<file path="config.mk">
export PLATFORM = sky130hd
export DESIGN_NAME = final_unit
export DESIGN_NICKNAME = d
export VERILOG_FILES = /design/src/rtl/final_unit.sv
export SDC_FILE = /design/constraint.sdc
export NUM_CORES = 1
export LEC_CHECK = 0
export CAP_MARGIN = 20
export CORE_ASPECT_RATIO = 1.75
export CORE_MARGIN = 4
export CORE_UTILIZATION = 39
export DETAILED_ROUTE_END_ITERATION = 8
export PLACE_DENSITY_LB_ADDON = 0.1
export REMOVE_ABC_BUFFERS = 1
export SLEW_MARGIN = 10
export SYNTH_ARGS = -nofsm -noshare
export SYNTH_HDL_FRONTEND = slang
export SYNTH_SLANG_ARGS = --single-unit
</file>
<file path="constraint.sdc">
create_clock -name clk -period 3.8 [get_ports clk]
set_input_delay 0.95 -clock clk [delete_from_list [all_inputs] [get_ports clk]]
set_output_delay 0.95 -clock clk [all_outputs]
set_load 0.02 [all_outputs]
</file>
<file path="src/rtl/final_unit.sv">
// final_unit: accumulates accepted samples modulo 2^WIDTH until finalized, then holds the result until reset.
// Define FINAL_UNIT_COUNT_EN to add a saturating 32-bit accepted-sample counter port.
module final_unit #(
    parameter int WIDTH = 64
) (
    input  logic             clk,
    input  logic             rst,
    input  logic [WIDTH-1:0] a,
    input  logic             valid,
    input  logic             fin,
    output logic [WIDTH-1:0] x,
    output logic             done
`ifdef FINAL_UNIT_COUNT_EN
    ,
    output logic [31:0]      count
`endif
);
    typedef enum logic {RUN = 1'b0, DONE = 1'b1} state_t;
    state_t state_q, state_d;
    logic [WIDTH-1:0] acc_q, acc_d;
    always_comb begin
        state_d = state_q;
        acc_d   = acc_q;
        if (state_q == RUN) begin
            acc_d   = valid ? acc_q + a : acc_q;
            state_d = fin ? DONE : RUN;
        end
    end
    always_ff @(posedge clk) begin
        if (rst) begin
            state_q <= RUN;
            acc_q   <= '0;
        end else begin
            state_q <= state_d;
            acc_q   <= acc_d;
        end
    end
    // One-bit state encoding makes done a direct flop output.
    assign x    = acc_q;
    assign done = state_q;
`ifdef FINAL_UNIT_COUNT_EN
    logic [31:0] count_q, count_d;
    always_comb begin
        count_d = count_q;
        if (state_q == RUN && valid && count_q != 32'hFFFF_FFFF)
            count_d = count_q + 32'd1;
    end
    always_ff @(posedge clk) begin
        if (rst)
            count_q <= '0;
        else
            count_q <= count_d;
    end
    assign count = count_q;
`endif
endmodule

</file>
==> results.toml, run 1 <==
[status]
status = "complete, no violations"

[synthesis]
synth_edf_count = 0
synthFlopType = "dfxtp_1"
synthCells = 790
syn_area_um2 = 5840
yosys_warnings = 0
ys_types = 68
synth.avg_cell_area_um2 = 7.40
ys_seq_area_share_pct = 22.3
async_flop_share_pct = 0
ys_ff_latch = 65

[detailed_routing]
vias = 6668
wl_per_cell_um = 17.3
postRouteAntennaNets = 0
first_pass_iters = 4
route.detailed.drc = 0
wirelength_um = 21200
vias_per_cell = 5.47
drt_iter0_drc = 177

[global_route]
antenna_found_initial = 0
grt-ovfl-total = 0
grt_pass1_vias = 6993
grt_util_all_layers_pct = 23.9
grt_first_pass_wirelength_um = 32700
grt_max_degree = 32

[clock_tree]
clk_path_buf_depth = 2
htreeDepth = 3
hold_buffers = 0
cts_tree = "built"
cts.sinks = 65
cts_root_buffer = "clkbuf_16"
clock_latency_ns = 0.34
clkSlewWorstSetupHoldPaths_ns = 0.06
cts_inserted_buffers = 9

[die]
num_rows = 59
design.die.area_um2 = 17100
initial_utilization_pct = 39.6
die_y_um = 170
core_um2 = 14800
chipWidth_um = 101
num_io_pins = 133

[cells_and_area]
n_fill_cell = 1375
fin_nets = 1166
syn_to_final_growth_pct = 51.8
layout-drive-gt1-share_pct = 20.5
antenna-diode-count = 0

[timing]
slew-limit-headroom_pct = 59.4
rsz0062_at_grt = "true"
period_share_pct = 97.4
worst-slew-pin-transition_ns = 0.607
tns_ns = 0
clock_skew_ns = 0.0123
max_freq_mhz = 270
fin_crit_ns = 3.70
whs_ns = 0.473
hold_viol = 0
drv_slew = 0
setup_viol = 0

[power_and_ir_drop]
total_power_mw = 3.31
powerDensity_nw_per_um2 = 373
p_leak_nw = 4.06
ir_worst_vdd_mv = 0.206

[setup_path]
end_kind = "flip-flop"
slowest_stage = "a2111o_1"
critPathMaxStageDelay_ns = 0.42
cp_cell_sequence = "clkdlybuf4s50_1 > ha_1 > nand3_1 > nor2_1 > o2111ai_2 > a21oi_2 > nor3_2 > buf_4 > a21oi_4 > buf_4 > nor2_2 > o31a_4 > nand4b_4 > a2111o_1 > nand3_1"
cp_data_arrival_time_ns = 3.98
cp-start-kind = "input port"
crit_buf_inv = 3
critical_path_required_ns = 4.08
crit_family = "compound AO/OA/AOI/OAI gates"
critPathKind = "input port to flip-flop"
worstPathMaxFanout = 4

[placement]
post-dp-hpwl_um = 16800
gp_congestion = 0.899
port_buffers = 132

[min_path]
min_path_type = "flip-flop to flip-flop"

[flow_run]
cap_violations = 0
-- synth_stat cells (2+ instances only) --
cell,instances,area [um2]
nand2_1,142,533
a21oi_1,116,581
dfxtp_1,65,1300
ha_1,63,788
a21o_1,44,330
nor2_1,42,158
xnor2_1,40,350
o21ai_0,30,150
clkbuf_1,27,101
nand3_1,23,115
nand4_1,18,113
inv_1,17,63.8
xor2_1,16,140
nand2b_1,11,68.8
o21bai_1,11,82.6
buf_2,10,50.1
nor2b_1,10,62.6
o21ai_1,9,45.0
a31oi_1,8,50.1
a211oi_1,6,45.0
nor3_1,6,30.0
and3_1,5,31.3
a21oi_2,4,35.0
nor4_1,4,25.0
o21a_1,4,30.0
o31ai_1,3,22.5
or3_1,3,18.8
a221oi_1,2,17.5
a31o_1,2,17.5
a31o_2,2,17.5
a41o_1,2,20.0
buf_1,2,7.51
nand2_2,2,12.5
nor2_2,2,12.5
nor3b_1,2,15.0
o211ai_1,2,15.0
o31a_1,2,17.5
o31ai_2,2,25.0
or4_1,2,15.0
-- cell type report --
cell class | count | area, um2 | area share (%)
Clock buffer | 11 | 243 | 2.74
Timing Repair Buffer | 273 | 2400 | 27.1
Tap cell | 183 | 229 | 2.58
Multi-Input combinational cell | 666 | 4580 | 51.7
Clock inverter | 3 | 42.5 | 0.480
Inverter | 19 | 71.3 | 0.804
Sequential cell | 65 | 1300 | 14.7
-- power by group --
group | internal [mW] | switching [mW]
Combinational | 0.805 | 0.838
Clock | 0.518 | 0.314
Sequential | 0.758 | 0.0748
-- per-layer routing --
layer | global-route usage, % | up-vias | wire (um)
met1 | 21.9 | 3168 | 7470
met2 | 50.1 | 145 | 12400
met5 | 0 | - | 0
met4 | 9.50 | 0 | 558
met3 | 3.36 | 34 | 712
li1 | - | 3321 | -
-- per-stage QoR --
step	util, %	area (um2)	std cells	setup WS, ns
2_1_floorplan	-	5680	750	0.124
3_3_place_gp	55.9	8250	1200	-0.436
3_5_place_dp	55.9	8250	1200	-0.495
4_1_cts	57.9	8550	1214	0.00249
5_1_grt	60.1	8870	1220	-0.0689
6_report	60.1	8870	1220	0.0978
-- cells by family after synthesis --
group / share of synthesized area [%]
adder cells (fa/ha/maj): 13.8
AO/OA/AOI/OAI: 28.5
buffers and inverters: 4.07
XOR/XNOR: 8.39
flip-flops: 22.3
AND/OR/NAND/NOR: 22.8
multiplexers: 0.171
-- layout by cell type (no fill, tap or decap), types with 3 or more instances in the layout --
cell type,netlist,layout
nand4_1,18,18
a31oi_1,8,6
nor2b_1,10,9
o21bai_1,11,11
dlymetal6s2s_1,0,9
o21ai_0,30,29
nor4_1,4,3
or3_1,3,3
a21oi_2,4,10
ha_1,63,53
dfxtp_1,65,65
nand2_1,142,142
nor3_1,6,6
clkbuf_16,0,9
clkdlybuf4s50_1,0,122
nand2b_1,11,10
a211oi_1,6,5
xor2_1,16,16
o21a_1,4,4
a21o_1,44,44
xnor2_1,40,40
ha_4,0,9
and3_1,5,5
nand3_1,23,23
buf_4,1,140
o21ai_1,9,10
a21oi_1,116,107
a21oi_4,0,3
nor2_2,2,5
nor2_1,42,39
inv_1,17,17
-- state kept, by name (all words and copies together) (netlist names) --
name	count
x	64
done	1
-- final timing paths --
path	from	end	slack, ns	cells after the start
max	a[4]	x[61]$_SDFFE_PP0P_	0.1	15
min	x[19]$_SDFFE_PP0P_	x[19]$_SDFFE_PP0P_	0.47	2
max reg2reg	x[28]$_SDFFE_PP0P_	x[61]$_SDFFE_PP0P_	0.66	14
min reg2reg	x[19]$_SDFFE_PP0P_	x[19]$_SDFFE_PP0P_	0.47	2
-- worst register-to-register path, cell delays in order, from the launching register on --
cell and delay, ns:
dfxtp_1 0.36, ha_4 0.30, nand4_1 0.24, nor4_4 0.39, nand4_1 0.14, a21oi_2 0.14, nor3_2 0.05, buf_4 0.16
a21oi_4 0.15, buf_4 0.12, nor2_2 0.04, o31a_4 0.31, nand4b_4 0.18, a2111o_1 0.42, nand3_1 0.08
-- what timing repair did --
| action | 4_1_cts | 5_1_grt |
|---|---|---|
| pin swaps | 2 | 22 |
| setup endpoints to repair | 11 | 26 |
| resized for setup | 4 | 47 |
| buffers inserted | 0 | 6 |
Note: power is estimated with default switching activity, not from simulation.
==> run 2: changes to the inputs <==
--- a/config.mk
+++ b/config.mk
@@ -9,6 +9,7 @@
 export CORE_ASPECT_RATIO = 1.75
 export CORE_MARGIN = 4
 export CORE_UTILIZATION = 39
+export CTS_BUF_LIST = sky130_fd_sc_hd__clkbuf_4
 export DETAILED_ROUTE_END_ITERATION = 8
 export PLACE_DENSITY_LB_ADDON = 0.1
 export REMOVE_ABC_BUFFERS = 1
==> constraint.sdc (replaced) <==
create_clock -name clk -period 3.75 [get_ports clk]
set_input_delay 0.9375 -clock clk [delete_from_list [all_inputs] [get_ports clk]]
set_output_delay 0.9375 -clock clk [all_outputs]
set_load 0.02 [all_outputs]
==> run 2 against run 1 <==
  * Global-route usage is 0.13 points lower
  * Wire length fell by 3.3%
  * Sequential cell count stayed put
  * Clock power shrank 40%
  * Register-to-register slack improved by 0.02 ns
  * Sequential share of layout area is 0.68 points higher
  * First-iteration DRC count up 12%
  * Cell count is the same
  * Critical path depth grew 1
  * Largest cell class unchanged
  * Critical path type unchanged
  * Clock skew up 0.0081 ns
  * Setup slack worse by 0.0070 ns
  * Utilization is 2.7 points lower
==> results.toml, run 2 (synthesis results as in run 1) <==
[detailed_routing]
postRouteAntennaNets = 0
first_pass_iters = 4
wirelength_um = 20500
route.detailed.drc = 0
drt_iter0_drc = 198
vias_per_cell = 5.39
vias = 6573
wl_per_cell_um = 16.8

[cells_and_area]
fin_nets = 1164
syn_to_final_growth_pct = 45.0
layout-drive-gt1-share_pct = 18.7
mostFrequentLayoutCell = "nand2_1"
final_cell_mix = "nand2_1 (142), buf_4 (138), clkdlybuf4s50_1 (131), a21oi_1 (112), dfxtp_1 (65)"
largest_reg_flops = 64

[timing]
clock_skew_ns = 0.0203
worst-slew-pin-transition_ns = 0.677
max_freq_mhz = 273
rsz0062_at_grt = "false"
setup_viol = 0
slew-limit-headroom_pct = 54.9
whs_ns = 0.478
period_share_pct = 97.6
hold_viol = 0
fin_crit_ns = 3.66
drv_slew = 0

[clock_tree]
htreeDepth = 3
clock_latency_ns = 0.44
cts_root_buffer = "clkbuf_4"
cts.sinks = 65
hold_buffers = 0
cts_tree = "built"
clkSlewWorstSetupHoldPaths_ns = 0.12
clk_path_buf_depth = 2
cts_inserted_buffers = 9
post-cts-setup-buffers = 0

[die]
initial_utilization_pct = 39.6
num_rows = 59
num_io_pins = 133
core_um2 = 14800
die_y_um = 170
chipWidth_um = 101
design.die.area_um2 = 17100

[power_and_ir_drop]
p_leak_nw = 3.89
powerDensity_nw_per_um2 = 348
ir_worst_vdd_mv = 0.173
total_power_mw = 2.95

[min_path]
min_path_type = "flip-flop to flip-flop"

[global_route]
grt_pass1_vias = 6848
grt-ovfl-total = 0
grt_util_all_layers_pct = 23.8
grt_max_degree = 34
grt-busiest-layer = "met2"
antenna_found_initial = 1
grtUsageMet1_pct = 22.2
grt_use_met2_pct = 49.5
use_met3_pct = 2.75
grt_first_pass_wirelength_um = 32400

[placement]
gp_congestion = 0.924
port_buffers = 132
post-dp-hpwl_um = 16700

[setup_path]
cp_data_arrival_time_ns = 4.03
worstPathMaxFanout = 3
cp-start-kind = "input port"
end_kind = "flip-flop"
critical_path_required_ns = 4.12
critPathKind = "input port to flip-flop"

[flow_run]
cap_violations = 0

[status]
status = "complete, no violations"
==> run 2: area by class of cell <==
| class | count | area (um2) |
|---|---|---|
| Sequential cell | 65 | 1300 |
| Inverter | 19 | 71.3 |
| Fill cell | 1433 | 6290 |
| Clock inverter | 5 | 57.6 |
| Antenna cell | 1 | 2.50 |
| Tap cell | 183 | 229 |
| Clock buffer | 10 | 75.1 |
| Timing Repair Buffer | 271 | 2370 |
| Multi-Input combinational cell | 666 | 4370 |
==> run 2: worst paths after layout <==
| path | from | slack (ns) | cells after the start | end |
|---|---|---|---|---|
| setup / recovery | a[13] | 0.09 | 16 | x[42]$_SDFFE_PP0P_ |
| hold / removal | x[38]$_SDFFE_PP0P_ | 0.48 | 2 | x[38]$_SDFFE_PP0P_ |
| setup reg to reg | x[13]$_SDFFE_PP0P_ | 0.68 | 15 | x[42]$_SDFFE_PP0P_ |
| hold reg to reg | x[38]$_SDFFE_PP0P_ | 0.48 | 2 | x[38]$_SDFFE_PP0P_ |
==> run 2: critical path, stage by stage <==
cell and delay [ns]:
clkdlybuf4s50_1 0.41, ha_1 0.34, a21o_1 0.18, a21o_1 0.21, a211oi_1 0.28, o21ai_1 0.13
buf_4 0.14, a41o_1 0.22, a21boi_2 0.22, buf_4 0.17, or3_1 0.11, nand2b_1 0.12
a21oi_2 0.19, xnor2_1 0.14, nand2_1 0.09, a21oi_1 0.13
==> run 2: report_power, final <==
group          leakage (nW)  internal (mW)  switching (mW)
clock network        0.0645          0.206           0.294
logic                  3.29          0.790           0.823
registers             0.534          0.767          0.0681
total                  3.89           1.76            1.18
==> run 2: layer usage <==
| metal | wire length, um | share of wire, % |
|---|---|---|
| met1 | 7250 | 35 |
| met2 | 11900 | 58 |
| met3 | 615 | 3.0 |
| met4 | 737 | 3.6 |
| met5 | 0 | 0 |
==> run 2: repair_timing <==
item,CTS,global route
resized for setup,2,10
pin swaps,0,6
setup endpoints to repair,2,16
==> run 2: through the flow <==
stage               TNS, ns  instance area, um2  utilization, %  cells  worst slack (ns)
floorplan                 0                5680               -    750            0.0861
global placement      -9.27                8290            56.1   1204            -0.463
detailed placement   -10.98                8290            56.1   1204            -0.496
CTS                       0                8430            57.1   1219            0.0296
global route              0                8480            57.4   1220         0.0000919
finish                    0                8480            57.4   1220            0.0908
